### src/rtl/complex_upmixer_pkg.sv
// Shared stream types and output range limits for the transmit upmixer
// and the rest of the datapath.
package complex_upmixer_pkg;

   localparam int SAMPLE_W = 18;
   localparam int DATA_W   = 16;

   typedef struct packed {
      logic signed [SAMPLE_W-1:0] i;
      logic signed [SAMPLE_W-1:0] q;
      logic                       valid;
   } complex_stream_t;

   typedef struct packed {
      logic signed [DATA_W-1:0] data;
      logic                     valid;
   } data_stream_t;

   localparam logic signed [DATA_W-1:0] DATA_MAX = 16'sd32767;
   localparam logic signed [DATA_W-1:0] DATA_MIN = -16'sd32768;

endpackage

### src/rtl/round_saturate.sv
// Combinational round-half-up by SHIFT followed by a clamp to OUT_W signed
// bits; sat reports that the clamp engaged.
module round_saturate #(
   parameter int IN_W  = 37,
   parameter int SHIFT = 0,
   parameter int OUT_W = 16
) (
   input  logic signed [IN_W-1:0]  din,
   output logic signed [OUT_W-1:0] dout,
   output logic                    sat
);

   localparam logic signed [IN_W:0] OUT_MAX = {{(IN_W-OUT_W+2){1'b0}}, {(OUT_W-1){1'b1}}};
   localparam logic signed [IN_W:0] OUT_MIN = ~OUT_MAX;
   // Evaluates to zero when SHIFT is 0, so the helper degenerates to a pure clamp.
   localparam logic signed [IN_W:0] HALF    = ({{IN_W{1'b0}}, 1'b1} << SHIFT) >> 1;

   function automatic logic signed [IN_W:0] round_half_up(input logic signed [IN_W:0] x);
      return (x + HALF) >>> SHIFT;
   endfunction

   function automatic logic signed [OUT_W-1:0] clamp(input logic signed [IN_W:0] x);
      if (x > OUT_MAX)
         return OUT_MAX[OUT_W-1:0];
      else if (x < OUT_MIN)
         return OUT_MIN[OUT_W-1:0];
      else
         return x[OUT_W-1:0];
   endfunction

   logic signed [IN_W:0] rnd;

   always_comb begin
      rnd  = round_half_up({din[IN_W-1], din});
      sat  = (rnd > OUT_MAX) || (rnd < OUT_MIN);
      dout = clamp(rnd);
   end

endmodule

### src/rtl/complex_upmixer.sv
// Transmit upmixer: real passband = I*cos - Q*sin, four register stages with
// half-up rounding, saturation and a sticky, saturating overflow counter.
module complex_upmixer
   import complex_upmixer_pkg::*;
#(
   parameter int SHIFT = 19,
   parameter int CNT_W = 16
) (
   input  logic            ipClk,
   input  logic            ipReset,
   input  complex_stream_t ipBaseband,
   input  complex_stream_t ipNCO,
   input  logic            ipClearOverflow,
   output data_stream_t    opOutput,
   output logic            opOverflow,
   output logic [CNT_W-1:0] opOverflowCount
);

   localparam int PROD_W = 2 * SAMPLE_W;
   localparam int DIFF_W = PROD_W + 1;
   localparam logic signed [DIFF_W-1:0] HALF = DIFF_W'(1) <<< (SHIFT - 1);

   // Difference magnitude stays below 2^36, so adding HALF cannot overflow DIFF_W.
   function automatic logic signed [DIFF_W-1:0] round_half_up(input logic signed [DIFF_W-1:0] d);
      return (d + HALF) >>> SHIFT;
   endfunction

   // The NCO runs continuously; its valid bit carries no information here.
   logic nco_valid_unused;
   assign nco_valid_unused = ipNCO.valid;

   logic signed [SAMPLE_W-1:0] bb_i_p1, bb_q_p1, cos_p1, sin_p1;
   logic                       vld_p1;
   logic signed [PROD_W-1:0]   pi_p2, pq_p2;
   logic                       vld_p2;
   logic signed [DIFF_W-1:0]   diff_p2;
   logic signed [DIFF_W-1:0]   r_p3;
   logic                       vld_p3;
   logic signed [DATA_W-1:0]   sat_data_p3;
   logic                       sat_p3;
   logic signed [DATA_W-1:0]   data_p4;
   logic                       vld_p4;
   logic                       ovf_flag;
   logic [CNT_W-1:0]           ovf_cnt;

   // S1: capture inputs
   always_ff @(posedge ipClk or negedge ipReset) begin
      if (!ipReset) begin
         bb_i_p1 <= '0;
         bb_q_p1 <= '0;
         cos_p1  <= '0;
         sin_p1  <= '0;
         vld_p1  <= 1'b0;
      end else begin
         bb_i_p1 <= ipBaseband.i;
         bb_q_p1 <= ipBaseband.q;
         cos_p1  <= ipNCO.i;
         sin_p1  <= ipNCO.q;
         vld_p1  <= ipBaseband.valid;
      end
   end

   // S2: full-width products; -2^17 * -2^17 = 2^34 still fits in PROD_W
   always_ff @(posedge ipClk or negedge ipReset) begin
      if (!ipReset) begin
         pi_p2  <= '0;
         pq_p2  <= '0;
         vld_p2 <= 1'b0;
      end else begin
         pi_p2  <= bb_i_p1 * cos_p1;
         pq_p2  <= bb_q_p1 * sin_p1;
         vld_p2 <= vld_p1;
      end
   end

   assign diff_p2 = {pi_p2[PROD_W-1], pi_p2} - {pq_p2[PROD_W-1], pq_p2};

   // S3: rounded difference kept at full width
   always_ff @(posedge ipClk or negedge ipReset) begin
      if (!ipReset) begin
         r_p3   <= '0;
         vld_p3 <= 1'b0;
      end else begin
         r_p3   <= round_half_up(diff_p2);
         vld_p3 <= vld_p2;
      end
   end

   round_saturate #(
      .IN_W (DIFF_W),
      .SHIFT(0),
      .OUT_W(DATA_W)
   ) u_clamp (
      .din (r_p3),
      .dout(sat_data_p3),
      .sat (sat_p3)
   );

   // S4: output register and overflow bookkeeping; clear beats a same-edge saturation
   always_ff @(posedge ipClk or negedge ipReset) begin
      if (!ipReset) begin
         data_p4  <= '0;
         vld_p4   <= 1'b0;
         ovf_flag <= 1'b0;
         ovf_cnt  <= '0;
      end else begin
         vld_p4 <= vld_p3;
         if (vld_p3)
            data_p4 <= sat_data_p3;
         if (ipClearOverflow) begin
            ovf_flag <= 1'b0;
            ovf_cnt  <= '0;
         end else if (vld_p3 && sat_p3) begin
            ovf_flag <= 1'b1;
            if (ovf_cnt != {CNT_W{1'b1}})
               ovf_cnt <= ovf_cnt + 1'b1;
         end
      end
   end

   assign opOutput        = '{data: data_p4, valid: vld_p4};
   assign opOverflow      = ovf_flag;
   assign opOverflowCount = ovf_cnt;

endmodule

### config.mk
export PLATFORM = sky130hd
export DESIGN_NAME = complex_upmixer
export DESIGN_NICKNAME = d
export VERILOG_FILES = /design/src/rtl/complex_upmixer_pkg.sv /design/src/rtl/round_saturate.sv /design/src/rtl/complex_upmixer.sv
export SDC_FILE = /design/constraint.sdc
export NUM_CORES = 2
export LEC_CHECK = 0
export BUFFER_PORTS_ARGS = -buffer_cell sky130_fd_sc_hd__clkbuf_2
export CORE_ASPECT_RATIO = 1.5
export CORE_MARGIN = 10
export CORE_UTILIZATION = 42
export CTS_CLUSTER_DIAMETER = 50
export CTS_CLUSTER_SIZE = 10
export DETAILED_ROUTE_END_ITERATION = 8
export GPL_TIMING_DRIVEN = 1
export SLEW_MARGIN = 5
export SYNTH_ARGS = -nofsm -noshare
export SYNTH_HDL_FRONTEND = slang
export SYNTH_HIERARCHICAL = 1
export SYNTH_SLANG_ARGS = --single-unit
### constraint.sdc
create_clock -name ipClk -period 9.25 [get_ports ipClk]
set_input_delay 0.925 -clock ipClk [delete_from_list [all_inputs] [get_ports ipClk]]
set_output_delay 0.925 -clock ipClk [all_outputs]
set_load 0.01 [all_outputs]
==> impl_metrics.sql <==
INSERT INTO impl_metrics (metric_group, metric, value, unit) VALUES
('route', 'routed_via_density', '4.882', ''),
('finish', 'fill_cell_instance_count_of_the_final_layout', '7275', ''),
('die', 'placementRows', '123', ''),
('status', 'run_status', 'completed', ''),
('finish', 'final_layout_size_suffix_gt1_share', '5.826', '%'),
('route', 'detail_route.iter0.violations', '777', ''),
('timing', 'fmaxAchievable', '144.5', 'MHz'),
('yosys', 'synth.top_cells.by_area', 'sky130_fd_sc_hd__fa_1, sky130_fd_sc_hd__dfrtp_1, sky130_fd_sc_hd__ha_1, sky130_fd_sc_hd__inv_1, sky130_fd_sc_hd__and2_1', ''),
('yosys', 'post_synth.cell_area_avg', '9.796', 'um^2'),
('die', 'io-pin-count', '111', ''),
('flow_run', 'drv.max_cap_violation_count', '0', ''),
('finish', 'n_antenna_cell', '0', ''),
('timing', 'hold_violations', '0', ''),
('yosys', 'netlist.top_cell.by_area', 'sky130_fd_sc_hd__fa_1', ''),
('critical_path', 'ff2ff_setup_slack', '2.33', 'ns'),
('timing', 'slew_violations', '0', ''),
('placed_design', 'routability_congestion_estimate', '0.8449', ''),
('critical_path', 'setup.worst_path.end_class', 'flip-flop', ''),
('timing', 'timing.hold.ws', '0.3594', 'ns'),
('route', 'routed-via-count', '21050', ''),
('clocking', 'num_cts_buffers', '17', ''),
('route', 'wl_per_cell', '16.39', 'um'),
('clocking', 'clk_latency', '0.50', 'ns'),
('clocking', 'numClockSinks', '199', ''),
('placed_design', 'hpwl', '59360', 'um'),
('critical_path', 'worst_path_max_delay_cell', 'sky130_fd_sc_hd__dfrtp_1', ''),
('die', 'die_w', '245.2', 'um'),
('critical_path', 'most_frequent_cell_on_the_critical_path', 'sky130_fd_sc_hd__inv_1', ''),
('timing', 'setup_total_negative_slack', '0', 'ns'),
('grt', 'grt_pass1_vias', '23580', ''),
('die', 'placeableCoreArea', '75260', 'um^2'),
('grt', 'grt_overflow_total', '0', ''),
('finish', 'area.sequential', '4980', 'um^2'),
('clocking', 'tritoncts', 'yes', ''),
('timing', 'relSlewSlack', '32.02', '%'),
('finish', 'total_area_of_multi_input_combinational_cells', '23580', 'um^2'),
('timing', 'transition_time_at_the_pin_with_the_least_slew_margin', '1.020', 'ns'),
('clocking', 'clk_pin_slew_worst_paths', '0.08', 'ns'),
('min_path', 'hold_path_startpoint', 'vld_p2', ''),
('grt', 'number_of_antenna_violations_at_the_first_check_in_global_routing', '3', ''),
('yosys', 'ys.flop_type', 'sky130_fd_sc_hd__dfrtp_1', ''),
('yosys', 'synth.distinct_cells', '77', ''),
('grt', 'global_route.usage.total', '16.99', '%'),
('clocking', 'ctsResizeCount', '0', ''),
('route', 'firstDrtPassIters', '5', ''),
('placed_design', 'count_of_input_and_output_buffers', '109', ''),
('yosys', 'ys_warn_count', '6', ''),
('yosys', 'postSynthNetCount', '4253', ''),
('finish', 'layout-area-overhead-vs-synth', '6.660', '%'),
('yosys', 'synth_seq_cells', '199', ''),
('finish', 'final_nets', '4291', ''),
('placed_design', 'detailed_place.area', '33450', 'um^2'),
('critical_path', 'r2r.worst_path.cells', '22', ''),
('min_path', 'hold_path_depth', '0', ''),
('timing', 'final.min_clock_period', '6.919', 'ns'),
('timing', 'clock-skew-final', '0.01927', 'ns'),
('critical_path', 'critical_path_peak_fanout', '18', ''),
('critical_path', 'worst-setup-path-type', 'reg -> reg', ''),
('yosys', 'synth_enable_flop_cells', '0', ''),
('critical_path', 'timing.rr.end', 'pq_p2[33]', ''),
('clocking', 'clock_tree.htree_level_count', '4', ''),
('clocking', 'clockRootBuffer', 'sky130_fd_sc_hd__clkbuf_16', ''),
('critical_path', 'launch_instance_of_the_worst_register_to_register_path', 'sin_p1[0]', ''),
('critical_path', 'family_with_the_most_delay_on_the_worst_path', 'adder cells', ''),
('yosys', 'post_synth_inst_count', '3262', ''),
('die', 'start_util', '42.46', '%'),
('yosys', 'syn_area', '31960', 'um^2'),
('critical_path', 'crit_path_cell_trace', 'nand2_1, inv_1, fa_1, inv_1, fa_1, inv_1, ha_1, inv_1, fa_1, inv_1, fa_1, inv_1, fa_1, inv_1, ha_1, a21oi_1, nor3b_1, o211ai_1, a31oi_1, o31ai_2, o41ai_2, xnor2_1', ''),
('timing', 'finalSetupViolations', '0', ''),
('critical_path', 'worst-endpoint-arrival', '7.32', 'ns'),
('yosys', 'yosysSeqAreaShare', '15.58', '%');
==> worst max-delay path by stage <==
stage | cells past startpoint | end | start
3_5_place_dp | 22 | pi_p2[35] | bb_i_p1[17]
6_report | 22 | pq_p2[33] | sin_p1[0]
5_1_grt | 22 | pq_p2[35] | sin_p1[0]
2_1_floorplan | 19 | pi_p2[34] | bb_i_p1[17]
4_1_cts | 22 | pi_p2[35] | bb_i_p1[17]
3_3_place_gp | 22 | pi_p2[35] | bb_i_p1[17]
==> stage by stage <==
stage	worst slack, ns	instances	utilization [%]
finish	2.331	4313	45.29
floorplan	2.887	3262	-
CTS	2.255	4313	45.29
global route	1.938	4313	45.29
detailed placement	2.295	4281	44.45
global placement	2.277	4281	44.45
==> sequential cells by signal, indices dropped and copies added, names as in the netlist, 16 cells and up <==
register / count
sin_p1: 18
pq_p2: 36
bb_q_p1: 18
bb_i_p1: 18
data_p4: 16
pi_p2: 36
r_p3: 18
opOverflowCount: 16
cos_p1: 18
==> cell usage after synthesis (all sizes together) (29+ instances only) <==
library cell	count
nand2	346
nor2	98
ha	256
and2	333
inv	804
xnor2	65
xor2	29
clkbuf	92
o21ai	34
fa	658
a21oi	69
dfrtp	199
a21o	39
==> layout by cell type (no fill, tap or decap), types with 9 or more instances in the layout <==
| cell | Yosys | routed |
|---|---|---|
| sky130_fd_sc_hd__nand4_1 | 13 | 13 |
| sky130_fd_sc_hd__xor2_1 | 29 | 29 |
| sky130_fd_sc_hd__buf_4 | 1 | 9 |
| sky130_fd_sc_hd__and2_1 | 332 | 332 |
| sky130_fd_sc_hd__a21oi_1 | 67 | 67 |
| sky130_fd_sc_hd__clkbuf_16 | 0 | 17 |
| sky130_fd_sc_hd__inv_1 | 803 | 803 |
| sky130_fd_sc_hd__nand3_1 | 13 | 13 |
| sky130_fd_sc_hd__nand2_1 | 346 | 346 |
| sky130_fd_sc_hd__dfrtp_1 | 199 | 199 |
| sky130_fd_sc_hd__nand2b_1 | 20 | 20 |
| sky130_fd_sc_hd__xnor2_1 | 65 | 65 |
| sky130_fd_sc_hd__mux2_2 | 16 | 16 |
| sky130_fd_sc_hd__nor2_1 | 97 | 97 |
| sky130_fd_sc_hd__nor2b_1 | 15 | 15 |
| sky130_fd_sc_hd__ha_1 | 256 | 256 |
| sky130_fd_sc_hd__clkbuf_2 | 0 | 108 |
| sky130_fd_sc_hd__and3_1 | 17 | 17 |
| sky130_fd_sc_hd__o21a_1 | 10 | 10 |
| sky130_fd_sc_hd__nor3_1 | 15 | 15 |
| sky130_fd_sc_hd__a21o_1 | 34 | 34 |
| sky130_fd_sc_hd__fa_1 | 658 | 658 |
| sky130_fd_sc_hd__a211oi_1 | 9 | 9 |
| sky130_fd_sc_hd__o21ai_0 | 28 | 28 |
==> cells by family (layout without fill, tap and decap cells) <==
family          after synthesis  in the layout  share of synthesized area [%]
flops                       199            199                          15.58
buf+inv                     903            954                          10.64
mux                          19             19                         0.6578
xor+xnor                     94             94                          2.576
simple gates                898            898                          14.13
fa+ha+maj                   914            914                          51.25
compound gates              235            235                          5.168
==> worst register-to-register path: cells and delay by family, from the launching register on <==
family | cells | cell delay (ns)
and+or+nand+nor | 2 | 0.52
DFF | 1 | 0.63
xor gates and xnor gates | 1 | 0.17
buffers and inverters | 7 | 0.78
adders and majority gates | 7 | 3.48
AOI/OAI and AO/OA | 5 | 1.26
==> layout make-up <==
class	count	share of cell area, %
Clock buffer	17	1.248
Clock inverter	15	0.6020
Inverter	804	8.854
Multi-Input combinational cell	2160	69.19
Sequential cell	199	14.61
Tap cell	1000	3.671
Timing Repair Buffer	118	1.828
==> metal layers <==
layer / share of wire (%) / global-route usage [%]
met1: 40 / 19.60
met2: 55 / 32.08
met3: 3.1 / 2.509
met4: 1.7 / 4.393
met5: 0.016 / 0
Power is not shown: default switching activity piles up to over one toggle a cycle in this logic, so the estimate is an artifact.
